--- config.mk ---
export PLATFORM = sky130hd
export DESIGN_NAME = qadd_share_arb
export DESIGN_NICKNAME = d
export VERILOG_FILES = /design/src/rtl/qadd_arb_pkg.sv /design/src/rtl/qadd.sv /design/src/rtl/rr_arbiter.sv /design/src/rtl/qadd_share_arb.sv
export SDC_FILE = /design/constraint.sdc
export NUM_CORES = 1
export LEC_CHECK = 0
export ABC_AREA = 0
export BUFFER_PORTS_ARGS = -buffer_cell sky130_fd_sc_hd__buf_4
export CORE_AREA = 2 2 118 120
export CTS_BUF_LIST = sky130_fd_sc_hd__clkbuf_8
export DETAILED_ROUTE_END_ITERATION = 8
export DIE_AREA = 0 0 120 122
export PLACE_DENSITY = 0.69
export SYNTH_ARGS = -nofsm -noshare
export SYNTH_HDL_FRONTEND = slang
export SYNTH_SLANG_ARGS = --single-unit
export TNS_END_PERCENT = 30
--- constraint.sdc ---
create_clock -name clk -period 13.59 [get_ports clk]
set_input_delay 1.359 -clock clk [delete_from_list [all_inputs] [get_ports clk]]
set_output_delay 1.359 -clock clk [all_outputs]
set_load 0.01 [all_outputs]
--- src/rtl/qadd_arb_pkg.sv ---
// ============================================================================
// Module      : qadd_arb_pkg
// Description : Default sizing constants and ID-width helper for the shared
//               fixed-point adder arbiter.
// Revision    : 1.0 - initial release
// ============================================================================
`default_nettype none

package qadd_arb_pkg;

    localparam int c_NREQ_DEF = 4;
    localparam int c_N_DEF    = 32;
    localparam int c_Q_DEF    = 15;

    localparam logic [0:0] c_ST_EMPTY = 1'b0;
    localparam logic [0:0] c_ST_FULL  = 1'b1;

    function automatic int id_width(input int nreq);
        return (nreq <= 2) ? 1 : $clog2(nreq);
    endfunction

endpackage

`default_nettype wire

--- src/rtl/qadd.sv ---
// ============================================================================
// Module      : qadd
// Description : Two's-complement Q/N fixed-point adder, wrap-around sum.
// Revision    : 1.0 - initial release
// ============================================================================
`default_nettype none

module qadd #(
    parameter int Q = 15,
    parameter int N = 32
) (
    input  logic [N-1:0] i_a,
    input  logic [N-1:0] i_b,
    output logic [N-1:0] o_sum
);

    // Fractional and integer fields are added separately; the fractional
    // carry feeds the integer field, so the result equals a+b mod 2^N.
    logic [Q:0]     w_frac;
    logic [N-Q-1:0] w_int;

    assign w_frac = {1'b0, i_a[Q-1:0]} + {1'b0, i_b[Q-1:0]};
    assign w_int  = i_a[N-1:Q] + i_b[N-1:Q] + (N-Q)'(w_frac[Q]);
    assign o_sum  = {w_int, w_frac[Q-1:0]};

endmodule

`default_nettype wire

--- src/rtl/rr_arbiter.sv ---
// ============================================================================
// Module      : rr_arbiter
// Description : Combinational round-robin arbiter; grants the first request
//               at or after i_ptr, searching cyclically.
// Revision    : 1.0 - initial release
// ============================================================================
`default_nettype none

module rr_arbiter #(
    parameter int NREQ = 4,
    parameter int IDW  = 2
) (
    input  logic [NREQ-1:0] i_req,
    input  logic [IDW-1:0]  i_ptr,
    input  logic            i_en,
    output logic [NREQ-1:0] o_grant,
    output logic [IDW-1:0]  o_gnt_idx
);

    logic           w_hit_hi;
    logic           w_hit_lo;
    logic [IDW-1:0] w_idx_hi;
    logic [IDW-1:0] w_idx_lo;

    // When nothing is found at or above the pointer, the lowest asserted
    // request overall is the cyclic successor.
    always_comb begin
        w_hit_hi = 1'b0;
        w_hit_lo = 1'b0;
        w_idx_hi = '0;
        w_idx_lo = '0;
        for (int i = 0; i < NREQ; i++) begin
            if (i_req[i] && !w_hit_hi && (i >= int'(i_ptr))) begin
                w_hit_hi = 1'b1;
                w_idx_hi = IDW'(i);
            end
            if (i_req[i] && !w_hit_lo) begin
                w_hit_lo = 1'b1;
                w_idx_lo = IDW'(i);
            end
        end
    end

    assign o_gnt_idx = w_hit_hi ? w_idx_hi : w_idx_lo;

    always_comb begin
        o_grant = '0;
        for (int i = 0; i < NREQ; i++) begin
            o_grant[i] = i_en & (w_hit_hi | w_hit_lo) & (o_gnt_idx == IDW'(i));
        end
    end

endmodule

`default_nettype wire

--- src/rtl/qadd_share_arb.sv ---
// ============================================================================
// Module      : qadd_share_arb
// Description : Round-robin sharing of one qadd between NREQ requesters with
//               a single registered valid/ready result and overflow flag.
// Revision    : 1.0 - initial release
// ============================================================================
`default_nettype none

module qadd_share_arb
    import qadd_arb_pkg::*;
#(
    parameter int NREQ = c_NREQ_DEF,
    parameter int N    = c_N_DEF,
    parameter int Q    = c_Q_DEF
) (
    input  logic                      clk,
    input  logic                      rst,
    input  logic [NREQ-1:0]           req_valid,
    input  logic [NREQ*N-1:0]         req_a,
    input  logic [NREQ*N-1:0]         req_b,
    output logic [NREQ-1:0]           req_ready,
    output logic                      rsp_valid,
    input  logic                      rsp_ready,
    output logic [N-1:0]              rsp_data,
    output logic [id_width(NREQ)-1:0] rsp_id,
    output logic                      rsp_ovf,
    output logic                      busy
);

    localparam int IDW = id_width(NREQ);

    logic [0:0]     r_state_q,    w_state_d;
    logic [N-1:0]   r_rsp_data_q, w_rsp_data_d;
    logic [IDW-1:0] r_rsp_id_q,   w_rsp_id_d;
    logic           r_rsp_ovf_q,  w_rsp_ovf_d;
    logic [IDW-1:0] r_rr_ptr_q,   w_rr_ptr_d;

    logic            w_can_accept;
    logic [NREQ-1:0] w_grant;
    logic [IDW-1:0]  w_gnt_idx;
    logic            w_xfer;
    logic [N-1:0]    w_a;
    logic [N-1:0]    w_b;
    logic [N-1:0]    w_sum;
    logic            w_ovf;

    // A full register that is being drained this cycle can take a new result.
    assign w_can_accept = (r_state_q == c_ST_EMPTY) | rsp_ready;

    rr_arbiter #(
        .NREQ (NREQ),
        .IDW  (IDW)
    ) u_rr_arbiter (
        .i_req     (req_valid),
        .i_ptr     (r_rr_ptr_q),
        .i_en      (w_can_accept & ~rst),
        .o_grant   (w_grant),
        .o_gnt_idx (w_gnt_idx)
    );

    assign w_xfer = |w_grant;

    always_comb begin
        w_a = '0;
        w_b = '0;
        for (int i = 0; i < NREQ; i++) begin
            if (w_gnt_idx == IDW'(i)) begin
                w_a = req_a[i*N +: N];
                w_b = req_b[i*N +: N];
            end
        end
    end

    qadd #(
        .Q (Q),
        .N (N)
    ) u_qadd (
        .i_a   (w_a),
        .i_b   (w_b),
        .o_sum (w_sum)
    );

    assign w_ovf = (w_a[N-1] == w_b[N-1]) & (w_sum[N-1] != w_a[N-1]);

    always_comb begin
        w_state_d    = r_state_q;
        w_rsp_data_d = r_rsp_data_q;
        w_rsp_id_d   = r_rsp_id_q;
        w_rsp_ovf_d  = r_rsp_ovf_q;
        w_rr_ptr_d   = r_rr_ptr_q;
        if (w_xfer) begin
            w_state_d    = c_ST_FULL;
            w_rsp_data_d = w_sum;
            w_rsp_id_d   = w_gnt_idx;
            w_rsp_ovf_d  = w_ovf;
            w_rr_ptr_d   = (w_gnt_idx == IDW'(NREQ-1)) ? '0 : w_gnt_idx + 1'b1;
        end else if ((r_state_q == c_ST_FULL) && rsp_ready) begin
            w_state_d = c_ST_EMPTY;
        end
    end

    always_ff @(posedge clk) begin
        if (rst) begin
            r_state_q    <= c_ST_EMPTY;
            r_rsp_data_q <= '0;
            r_rsp_id_q   <= '0;
            r_rsp_ovf_q  <= 1'b0;
            r_rr_ptr_q   <= '0;
        end else begin
            r_state_q    <= w_state_d;
            r_rsp_data_q <= w_rsp_data_d;
            r_rsp_id_q   <= w_rsp_id_d;
            r_rsp_ovf_q  <= w_rsp_ovf_d;
            r_rr_ptr_q   <= w_rr_ptr_d;
        end
    end

    assign req_ready = w_grant;
    assign rsp_valid = (r_state_q == c_ST_FULL);
    assign rsp_data  = r_rsp_data_q;
    assign rsp_id    = r_rsp_id_q;
    assign rsp_ovf   = r_rsp_ovf_q;
    assign busy      = rsp_valid;

endmodule

`default_nettype wire

==> summary.txt <==
Floorplan
  • Chip width: around 120 um
  • Die ar.: around 15000 sq um
  • Row Count: 43
  • Core ar.: about 14000 sq um
  • Die H: 122 um
  • Initial Util: about a third
  • I/O Pins: between 300 and 400

Yosys
  • Syn Inst Count: between 700 and 800
  • Synth Area in Compound Gates: about 40%
  • EDFF count, synth: 0
  • Netlist cell types: between 50 and 60
  • Mux cell area share after synthesis: less than 1%
  • Yosys warns: 0
  • Synth Area in Adders: roughly a tenth
  • Synth Area in Simple Gates: 23.4%
  • Largest family of logic cells by synthesized area: compound AO/OA/AOI/OAI gates
  • Top post-synthesis cells by count: nand2_1 (117), a21oi_1 (114), nor2_1 (91)
  • Synthesized area: around 4700 sq um
  • Yosys reg bits: 38
  • Synth Area in XOR/XNOR: under 10%
  • Top cell type's share of synthesized area: between 10% and 20%
  • Synth area leader: dfxtp_1
  • Synth top area cells: dfxtp_1 (16%), a21oi_1 (12%), a22oi_1 (9.9%)
  • Top FF cell, synth: dfxtp_1
  • Most frequent cell after synthesis: nand2_1
  • Synth async-reset ratio: 0%
  • Seq/Total Area, Yosys: about 16%
  • Mapped Nets: around 1000
  • Mean post-synth cell area: 6.42 sq um

STA
  • Final Hold Vio Count: 0
  • Fin crit share: 57.6%
  • Slew @ Worst Pin: around 790 ps
  • Setup TNS: 0 ps
  • Final Setup Violations: 0
  • Fmax: between 0.1 and 0.15 GHz
  • RSZ-0062 raised after global routing: no
  • Relative slew slack: approximately 47%
  • Final Max Slew Viols: 0
  • Fin worst setup slack: 5770 ps
  • Min Tclk post-route: between 7000 and 8000 ps
  • Fin Clk Skew: between 5 and 6 ps

CTS
  • CTS max path bufs: 2
  • Worst-path clk slew: ~80 ps
  • CTS sink cnt: 38
  • Setup repair bufs after CTS: 0
  • Post-cts resize count: 0
  • TritonCTS Buffers: 5
  • CTS tree: yes
  • H-tree depth: 2
  • Root Driver: clkbuf_8
  • Clk Latency, worst-skew pair: 290 ps
  • Post-CTS Hold Buffers: 0

Power
  • Switching Share: between 40% and 50%
  • Clock Power Share: 11.5%
  • VDD IR max: ~0.053 mV
  • PwrDens: ~140 nW/um^2
  • Sw power: approximately 0.00047 W
  • Power Internal: 0.000530 W
  • Sequential share of power: between 10% and 20%
  • Combinational group share of total power: ~72%
  • Pleak: 3.32 nW

Placed design
  • IO buf count: approximately 300
  • Pre-CTS setup slack: 5550 ps
  • Final RePlAce weighted congestion: about 0.94
  • Placed cell area: just over 7000 sq um
  • Detailed Place HPWL: around 16 mm

Worst setup path
  • WP depth: 27
  • Crit path kind: input port to flop
  • Worst path top cell family by delay: compound AO/OA/AOI/OAI gates
  • WP data arrival: 8000 ps
  • Worst setup SP type: input port
  • WP data required: roughly 14000 ps
  • CP endpoint kind: flop
  • WP buf/inv: 3
  • Slowest cell delay on critical path: 670 ps
  • Slowest CP cell: a311oi_1
  • CP dominant cell by count: a21oi_1
  • Max Fanout on Critical Path: 69
  • R2R cell count: 26

Finish
  • Area growth, synth to finish: 53.3%
  • N_diodes: 0
  • # nets final: ~1300
  • Fraction of layout cells with a size suffix above 1: approximately 33%
  • Final Cell Area: a little over 7000 sq um

Hold path
  • Hold crit path type: flop to flop
  • Worst hold path depth: 2

Global route
  • Global route overflow: 0
  • Gr usage total: around a quarter
  • Vias in the first global route: between 5000 and 6000
  • Initial antenna violation count: 0
  • Largest net degree at the start of global routing: 70
  • First-pass GRT wire length: slightly below 30 mm

Route
  • DR WL/cell: between 15 and 20 um
  • Routed WL: 19.5 mm
  • Via count: just over 6000
  • Antenna Nets Post-Route: 0
  • DRC: 0
  • Vias per cell: 5.26
  • DR iter-0 viols: 526
  • Drt first pass iters: 5

Run
  • Max-Cap Viols: 0

Status
  • Run status: complete, no violations
## layer usage
metal / routed length [um] / GRT usage (%) / vias up / part of all wire (%)
li1: - / - / 3172 / -
met1: 8960 / 35.6 / 2743 / 46
met2: 8780 / 39.4 / 244 / 45
met3: 1460 / 3.93 / 24 / 7.5
met4: 331 / 5.96 / 0 / 1.7
met5: 0 / 0 / - / 0
## cell families (layout without fill, tap and decap cells)
logic type | count (synthesis) | count (layout)
adders and majority gates | 37 | 37
DFF | 38 | 38
and+or+nand+nor | 256 | 256
muxes | 1 | 1
AOI/OAI and AO/OA | 310 | 310
xor gates and xnor gates | 20 | 20
buffers and inverters | 71 | 334
## cell type report
type                            instances  area (sq um)
Fill cell                            1370          6290
Multi-Input combinational cell        624          3700
Timing Repair Buffer                  309          2320
Sequential cell                        38           761
Tap cell                              180           225
Clock buffer                            5          68.8
Clock inverter                          3          68.8
Inverter                               17          63.8
## path summary, 6_finish.rpt
kind / from / slack (ps) / end
hold reg to reg: rsp_id[0] / 460 / rsp_id[0]
hold / removal: rsp_id[0] / 460 / rsp_id[0]
setup / recovery: req_valid[2] / 5770 / rsp_data[29]
setup reg to reg: r_rr_ptr_q[1] / 6450 / rsp_data[29]
## registers in the layout (all words and copies together) (netlist names)
signal      cells
busy            1
rsp_id          2
rsp_ovf         1
r_rr_ptr_q      2
rsp_data       32
## layout by cell type (no fill, tap or decap), drive strengths merged, types with 3 or more instances in the layout
| cell | synthesis | routed |
|---|---|---|
| a211oi | 10 | 10 |
| a21o | 6 | 6 |
| inv | 17 | 17 |
| a221oi | 3 | 3 |
| buf | 13 | 309 |
| a211o | 3 | 3 |
| ha | 34 | 34 |
| nand3b | 12 | 12 |
| o31ai | 3 | 3 |
| a21oi | 114 | 114 |
| nand2b | 3 | 3 |
| and2 | 7 | 7 |
| a22oi | 62 | 62 |
| nand3 | 7 | 7 |
| xnor2 | 16 | 16 |
| clkbuf | 41 | 5 |
| fa | 3 | 3 |
| nor2 | 92 | 92 |
| dfxtp | 38 | 38 |
| xor2 | 4 | 4 |
| nor3 | 3 | 3 |
| o21ai | 83 | 83 |
| o211ai | 6 | 6 |
| nand2 | 117 | 117 |
| a2111oi | 4 | 4 |
## per-stage QoR
step	hold WS, ps	power (W)	cells	util (%)
2_1_floorplan	476	0.000633	733	-
3_3_place_gp	442	0.000879	1168	52.4
3_5_place_dp	448	0.000881	1168	52.4
4_1_cts	459	0.00100	1176	53.4
5_1_grt	479	0.00109	1176	53.4
6_report	455	0.00100	1176	53.4
## power by group through the flow
stage	clock network [W]	registers (W)	logic (W)
global route	0.000123	0.000173	0.000792
finish	0.000115	0.000170	0.000718
floorplan	0	0.000180	0.000453
CTS	0.000118	0.000170	0.000713
detailed placement	0	0.000172	0.000709
global placement	0	0.000172	0.000707
## tightest hold or removal path, stage by stage, from the launching register on
cell	delay, ps
dfxtp_1	310
nand2_1	50
a21oi_1	50
Note: power is estimated with default switching activity, not from simulation.
